## src/rtl/receive_control_pkg.sv

```systemverilog
// Shared definitions for the framed 8-byte link: state encoding, error codes,
// CRC polynomial and byte-slot positions used by both link directions.
package receive_control_pkg;

  localparam logic [3:0] ST_IDLE   = 4'd0;
  localparam logic [3:0] ST_ID     = 4'd1;
  localparam logic [3:0] ST_FUNC   = 4'd2;
  localparam logic [3:0] ST_PAY1   = 4'd3;
  localparam logic [3:0] ST_PAY2   = 4'd4;
  localparam logic [3:0] ST_PAY3   = 4'd5;
  localparam logic [3:0] ST_ENDING = 4'd6;
  localparam logic [3:0] ST_CRC    = 4'd7;
  localparam logic [3:0] ST_CHECK  = 4'd8;

  localparam logic [1:0] ERR_NONE    = 2'b00;
  localparam logic [1:0] ERR_END     = 2'b01;
  localparam logic [1:0] ERR_CRC     = 2'b10;
  localparam logic [1:0] ERR_TIMEOUT = 2'b11;

  localparam logic [7:0] CRC8_POLY = 8'h07;

  // Byte slot N occupies bits [N*8+7 : N*8] of the 64-bit packet word.
  localparam logic [2:0] SLOT_START  = 3'd7;
  localparam logic [2:0] SLOT_ID     = 3'd6;
  localparam logic [2:0] SLOT_FUNC   = 3'd5;
  localparam logic [2:0] SLOT_PAY1   = 3'd4;
  localparam logic [2:0] SLOT_PAY2   = 3'd3;
  localparam logic [2:0] SLOT_PAY3   = 3'd2;
  localparam logic [2:0] SLOT_ENDING = 3'd1;
  localparam logic [2:0] SLOT_CRC    = 3'd0;

  // Receive states ID..CRC map one-to-one onto slots 6..0.
  function automatic logic [2:0] slot_of_state(input logic [3:0] st);
    return SLOT_START - st[2:0];
  endfunction

endpackage

```

## src/rtl/receive_control_if.sv

```systemverilog
// Byte-stream input and packet-result outputs of the receive controller.
// Handshake: rx_valid is a one-cycle strobe qualifying rx_data; there is no
// back-pressure, so every strobe is either consumed or deliberately dropped.
interface receive_control_if;
  logic        rx_valid;
  logic [7:0]  rx_data;
  logic [63:0] data_out;
  logic        packet_valid;
  logic        packet_error;
  logic [1:0]  error_code;
  logic        busy;

  modport master (
    output rx_valid, rx_data,
    input  data_out, packet_valid, packet_error, error_code, busy
  );

  modport slave (
    input  rx_valid, rx_data,
    output data_out, packet_valid, packet_error, error_code, busy
  );
endinterface

```

## src/rtl/receive_control_crc8_byte.sv

```systemverilog
// One-byte CRC-8 step (poly 0x07, MSB-first, unreflected); shared with the
// transmit-side generator.
module crc8_byte
  import receive_control_pkg::*;
(
  input  logic [7:0] crc_in,
  input  logic [7:0] data,
  output logic [7:0] crc_out
);
  logic [7:0] c;

  always_comb begin
    c = crc_in ^ data;
    for (int i = 0; i < 8; i++) begin
      c = c[7] ? ((c << 1) ^ CRC8_POLY) : (c << 1);
    end
    crc_out = c;
  end
endmodule

```

## src/rtl/receive_control.sv

```systemverilog
// Packet receiver: frames 8 bytes, checks the end marker, inter-byte timeout
// and CRC-8, and publishes good packets on data_out.
module receive_control
  import receive_control_pkg::*;
#(
  parameter logic [7:0]  START_BYTE     = 8'h11,
  parameter logic [7:0]  END_BYTE       = 8'h11,
  parameter int unsigned TIMEOUT_CYCLES = 20000
) (
  input  logic                clk,
  input  logic                rst,
  receive_control_if.slave    bus,
  output logic [3:0]          dbg_state_o
);
  localparam int unsigned     CW      = $clog2(TIMEOUT_CYCLES + 1);
  localparam logic [CW-1:0]   CNT_ONE = CW'(1);
  localparam logic [CW-1:0]   CNT_TO  = CW'(TIMEOUT_CYCLES - 1);

  logic [3:0]    state_q, state_d;
  logic [63:0]   shadow_q, shadow_d;
  logic [63:0]   data_q, data_d;
  logic [7:0]    crc_q, crc_d, crc_next;
  logic [CW-1:0] cnt_q, cnt_d;
  logic          pv_q, pv_d, pe_q, pe_d, busy_q;
  logic [1:0]    ec_q, ec_d;
  logic [2:0]    slot;

  crc8_byte u_crc (.crc_in(crc_q), .data(bus.rx_data), .crc_out(crc_next));

  assign slot = slot_of_state(state_q);

  always_comb begin
    state_d  = state_q;
    shadow_d = shadow_q;
    data_d   = data_q;
    crc_d    = crc_q;
    cnt_d    = cnt_q;
    pv_d     = 1'b0;
    pe_d     = 1'b0;
    ec_d     = ec_q;
    case (state_q)
      ST_IDLE: begin
        crc_d = 8'h00;
        cnt_d = '0;
        if (bus.rx_valid && bus.rx_data == START_BYTE) begin
          shadow_d[63:56] = bus.rx_data;
          state_d         = ST_ID;
        end
      end
      ST_ID, ST_FUNC, ST_PAY1, ST_PAY2, ST_PAY3, ST_ENDING, ST_CRC: begin
        if (bus.rx_valid) begin
          cnt_d = '0;
          shadow_d[{slot, 3'b000} +: 8] = bus.rx_data;
          if (state_q <= ST_PAY3) crc_d = crc_next;
          if (state_q == ST_ENDING && bus.rx_data != END_BYTE) begin
            pe_d    = 1'b1;
            ec_d    = ERR_END;
            state_d = ST_IDLE;
          end else begin
            state_d = state_q + 4'd1;
          end
        end else if (cnt_q >= CNT_TO) begin
          // A strobe in this very cycle would have won above.
          pe_d    = 1'b1;
          ec_d    = ERR_TIMEOUT;
          cnt_d   = '0;
          state_d = ST_IDLE;
        end else begin
          cnt_d = cnt_q + CNT_ONE;
        end
      end
      ST_CHECK: begin
        if (shadow_q[7:0] == crc_q) begin
          data_d = shadow_q;
          pv_d   = 1'b1;
        end else begin
          pe_d = 1'b1;
          ec_d = ERR_CRC;
        end
        state_d = ST_IDLE;
      end
      default: state_d = ST_IDLE;
    endcase
  end

  always_ff @(posedge clk) begin
    if (rst) begin
      state_q  <= ST_IDLE;
      shadow_q <= '0;
      data_q   <= '0;
      crc_q    <= '0;
      cnt_q    <= '0;
      pv_q     <= 1'b0;
      pe_q     <= 1'b0;
      ec_q     <= ERR_NONE;
      busy_q   <= 1'b0;
    end else begin
      state_q  <= state_d;
      shadow_q <= shadow_d;
      data_q   <= data_d;
      crc_q    <= crc_d;
      cnt_q    <= cnt_d;
      pv_q     <= pv_d;
      pe_q     <= pe_d;
      ec_q     <= ec_d;
      busy_q   <= (state_d != ST_IDLE);
    end
  end

  assign bus.data_out     = data_q;
  assign bus.packet_valid = pv_q;
  assign bus.packet_error = pe_q;
  assign bus.error_code   = ec_q;
  assign bus.busy         = busy_q;
  assign dbg_state_o      = state_q;
endmodule
```

## src/flat_wrapper.sv

```systemverilog
// flat-port wrapper written by rule: the top's interface ports become plain ports
module receive_control_flat import receive_control_pkg::*;
#(
  parameter logic [7:0]  START_BYTE     = 8'h11,
  parameter logic [7:0]  END_BYTE       = 8'h11,
  parameter int unsigned TIMEOUT_CYCLES = 20000
)
  (clk, rst, dbg_state_o, bus_rx_valid, bus_rx_data, bus_data_out, bus_packet_valid, bus_packet_error, bus_error_code, bus_busy);
  receive_control_if bus_i ();
  input  logic clk;
  input  logic rst;
  output logic [3:0] dbg_state_o;
  input wire logic [$bits(bus_i.rx_valid)-1:0] bus_rx_valid;
  input wire logic [$bits(bus_i.rx_data)-1:0] bus_rx_data;
  output wire logic [$bits(bus_i.data_out)-1:0] bus_data_out;
  output wire logic [$bits(bus_i.packet_valid)-1:0] bus_packet_valid;
  output wire logic [$bits(bus_i.packet_error)-1:0] bus_packet_error;
  output wire logic [$bits(bus_i.error_code)-1:0] bus_error_code;
  output wire logic [$bits(bus_i.busy)-1:0] bus_busy;
  assign bus_i.rx_valid = bus_rx_valid;
  assign bus_i.rx_data = bus_rx_data;
  assign bus_data_out = bus_i.data_out;
  assign bus_packet_valid = bus_i.packet_valid;
  assign bus_packet_error = bus_i.packet_error;
  assign bus_error_code = bus_i.error_code;
  assign bus_busy = bus_i.busy;
  receive_control #(.START_BYTE(START_BYTE), .END_BYTE(END_BYTE), .TIMEOUT_CYCLES(TIMEOUT_CYCLES)) u_core (.clk(clk), .rst(rst), .bus(bus_i), .dbg_state_o(dbg_state_o));
endmodule
```

## config.mk

```make
export PLATFORM = sky130hd
export DESIGN_NAME = receive_control_flat
export DESIGN_NICKNAME = d
export VERILOG_FILES = /design/src/rtl/receive_control_pkg.sv /design/src/rtl/receive_control_if.sv /design/src/rtl/receive_control_crc8_byte.sv /design/src/rtl/receive_control.sv /design/src/flat_wrapper.sv
export SDC_FILE = /design/constraint.sdc
export NUM_CORES = 1
export LEC_CHECK = 0
export CORE_MARGIN = 3
export CORE_UTILIZATION = 39
export CTS_CLUSTER_DIAMETER = 100
export CTS_CLUSTER_SIZE = 10
export DETAILED_ROUTE_END_ITERATION = 7
export GPL_TIMING_DRIVEN = 0
export HOLD_SLACK_MARGIN = 0.02
export PLACE_DENSITY_LB_ADDON = 0.1
export SETUP_SLACK_MARGIN = 0.05
export SLEW_MARGIN = 20
export SYNTH_ARGS = -nofsm -noshare
export SYNTH_HDL_FRONTEND = slang
export SYNTH_HIERARCHICAL = 1
export SYNTH_SLANG_ARGS = --single-unit
```

## constraint.sdc

```tcl
create_clock -name clk -period 7.79 [get_ports clk]
set_input_delay 1.9475 -clock clk [delete_from_list [all_inputs] [get_ports clk]]
set_output_delay 1.9475 -clock clk [all_outputs]
set_load 0.01 [all_outputs]
```

==> flow_summary.toml <==
[run_status]
status = "finished clean"

[final_layout]
final_net_count = 887
design_area_um2 = 8330
area_delta_synth_final_pct = 27.1
drive_above_1_share_pct = 5.78
antenna_cells = 0

[power]
p_per_area_nw_per_um2 = 219
p_leak_uw = 0.00283
power.internal_uw = 1450
ir_drop_v = 0.000180
switching_power_uw = 376
sequentialPowerShare_pct = 44.9
netSwitchingFraction_pct = 20.6
combPwrFrac_pct = 3.1
pwr-share-clk_pct = 52.0

[grt]
grt_max_degree = 17
grt_antenna_before_repair = 0
grt_pass1_wl_um = 27900
grt_pass1_vias = 5393
grt_use_total_pct = 19.3
grt-ovfl-total = 0

[synthesis]
yosysTopAreaCell = "dfxtp_1"
avgSynthCellArea_um2 = 8.53
yosysTopAreaCellShare_pct = 48.9
async_flop_share_pct = 0
ys_ff_latch = 160
synth_edf_count = 0
syn_area_um2 = 6550
synth_cells = 768
synth_fp_nets = 785
synth_area_leaders = "dfxtp_1 49%, nand2_1 9.9%, a21oi_1 8.0%"
netlist-cell-type-count = 56
yosysSeqAreaShare_pct = 48.9
yosysWarnings = 6
dominantRegCellSynth = "dfxtp_1"

[die]
io_pins = 84
die_x_um = 136
die_h_um = 136
core_um2 = 16200
die-area_um2 = 18400
rows = 46
initial_core_util_pct = 40.5

[route]
vias = 5608
wl_per_cell_um = 15.8
post-route-drc-count = 0
antenna_left = 0
first_pass_iters = 5
wl_um = 17400
viasPerCell = 5.11
drt_iter0_drc = 357

[sta]
relSlewSlack_pct = 43.7
tightest_slew_ns = 0.845
rsz0062_at_grt = "false"
finalCritPeriodShare_pct = 57.5
timing.final.crit_period_ns = 4.48
hold_viol = 0
tns_ns = 0
final_max_slew_viol_count = 0
fin_ws_ns = 3.31
fmax_mhz = 223
fin_skew_ns = 0.00927
setup_violations = 0

[setup_path]
r2r_slack_ns = 4.71
reg2reg_to = "u_core/bus.error_code[0]$_SDFFE_PP0P_"
worstPathRequired_ns = 8.09
crit_fanout = 9
worstSetupEndpointType = "flip-flop"
rr_worst_depth = 9
critical_path_class = "input pin to flip-flop"
critPathLaunchType = "input pin"
r2r-start = "u_core/dbg_state_o[0]$_SDFF_PP0_"
crit_arrival_ns = 4.77

[min_path]
hold_path_startpoint = "u_core/bus.data_out[15]$_SDFFE_PP0P_"
min_to = "u_core/bus.data_out[15]$_SDFFE_PP0P_"
min_path_type = "flip-flop to flip-flop"
hold_depth = 2

[clock_tree]
clk_latency_ns = 0.42
postCtsHoldBufs = 0
cts_tree = "yes"
cts_made_buffers = 17
cts_max_level = 4
clock_sinks = 160
cts_buffer_depth = 2
cts_root_buffer = "clkbuf_16"
cts.repair.resized = 0
post_cts_buffers = 0
clk_pin_slew_ns = 0.06

[place]
dp_slack_ns = 2.87
io_buffers = 83
place_congestion = 0.855
dpl_cell_area_um2 = 7650
hpwl_um = 12300

[job]
cap_violations = 0
## kinds of logic after synthesis
logic type	count (synthesis)	share of synthesized area, %
compound gates	139	12.3
flops	160	48.9
mux	48	7.33
xor+xnor	28	4.32
buf+inv	57	3.72
simple gates	330	22.3
fa+ha+maj	6	1.15
## placed cells by master, fill, tap and decap left out, types with 4 or more instances in the layout
| master | instances |
|---|---|
| dfxtp_1 | 160 |
| nor3_1 | 4 |
| nand3_1 | 37 |
| inv_1 | 4 |
| buf_2 | 5 |
| a311oi_1 | 9 |
| ha_1 | 6 |
| xnor2_1 | 16 |
| nand2_1 | 172 |
| clkdlybuf4s50_1 | 83 |
| xor2_1 | 9 |
| clkbuf_1 | 41 |
| and3_1 | 5 |
| o21ai_0 | 5 |
| nand2b_1 | 4 |
| a21oi_1 | 105 |
| mux2i_1 | 48 |
| bufinv_16 | 6 |
| clkbuf_16 | 17 |
| nor2_1 | 76 |
## final cells by class
type	count	area, µm²
Inverter	4	15.0
Tap cell	216	270
Multi-Input combinational cell	551	3110
Timing Repair Buffer	83	831
Clock inverter	13	235
Clock buffer	18	439
Buffer	53	229
Sequential cell	160	3200
Fill cell	1514	7850
## cells in the mapped netlist (all sizes together) (4+ instances only)
cell type / number
nand2: 172
dfxtp: 160
a21oi: 106
nor2: 76
mux2i: 48
clkbuf: 42
nand3: 37
xnor2: 16
buf: 11
xor2: 10
a311oi: 9
ha: 6
o21ai: 6
and3: 5
nor3: 5
inv: 4
nand2b: 4
nor4: 4
or2: 4
## worst max path at each step
stage	startpoint	to	slack, ns
floorplan	bus_rx_data[4]	u_core/shadow_q[56]$_SDFFE_PP0P_	4.23
global placement	bus_rx_data[4]	u_core/shadow_q[62]$_SDFFE_PP0P_	2.92
detailed placement	bus_rx_data[4]	u_core/shadow_q[62]$_SDFFE_PP0P_	2.87
CTS	bus_rx_data[4]	u_core/shadow_q[62]$_SDFFE_PP0P_	3.32
global route	bus_rx_data[4]	u_core/shadow_q[62]$_SDFFE_PP0P_	3.08
finish	bus_rx_data[4]	u_core/shadow_q[62]$_SDFFE_PP0P_	3.31
## worst max-delay path, cell delays in order
cell and delay, ns:
clkdlybuf4s50_1 0.52, clkbuf_1 0.58, nor4b_1 0.39, and4_1 0.31, a21oi_1 0.15, a21oi_2 0.53
mux2i_1 0.27, nor2_1 0.05
## power groups by stage
stage / clock [µW] / combinational (µW) / sequential (µW)
2_1_floorplan: 0 / 33.5 / 837
3_3_place_gp: 0 / 56.1 / 837
3_5_place_dp: 0 / 56.8 / 837
4_1_cts: 963 / 56.9 / 819
5_1_grt: 1000 / 61.0 / 818
6_report: 947 / 57.2 / 819
## stage by stage
| step | power [µW] | utilization, % | hold WS (ns) | std cells |
|---|---|---|---|---|
| global route | 1880 | 51.5 | 0.463 | 1098 |
| CTS | 1840 | 51.5 | 0.452 | 1098 |
| detailed placement | 894 | 47.3 | 0.443 | 1067 |
| global placement | 893 | 47.3 | 0.439 | 1067 |
| floorplan | 870 | - | 0.432 | 768 |
| finish | 1820 | 51.5 | 0.446 | 1098 |
## flip-flops by register name, summed over array words and instances (netlist names)
name	cells
u_core/dbg_state_o	4
u_core/bus.error_code	2
u_core/bus.data_out	64
u_core/bus.busy	1
u_core/cnt_q	15
u_core/bus.packet_error	1
u_core/bus.packet_valid	1
u_core/shadow_q	64
u_core/crc_q	8
## per-layer routing
layer	GRT usage, %	wire, µm
met2	32.5	8460
met5	0	0
met3	4.49	849
met4	5.94	256
met1	24.7	7790
Power figures use the tool's default switching activity.
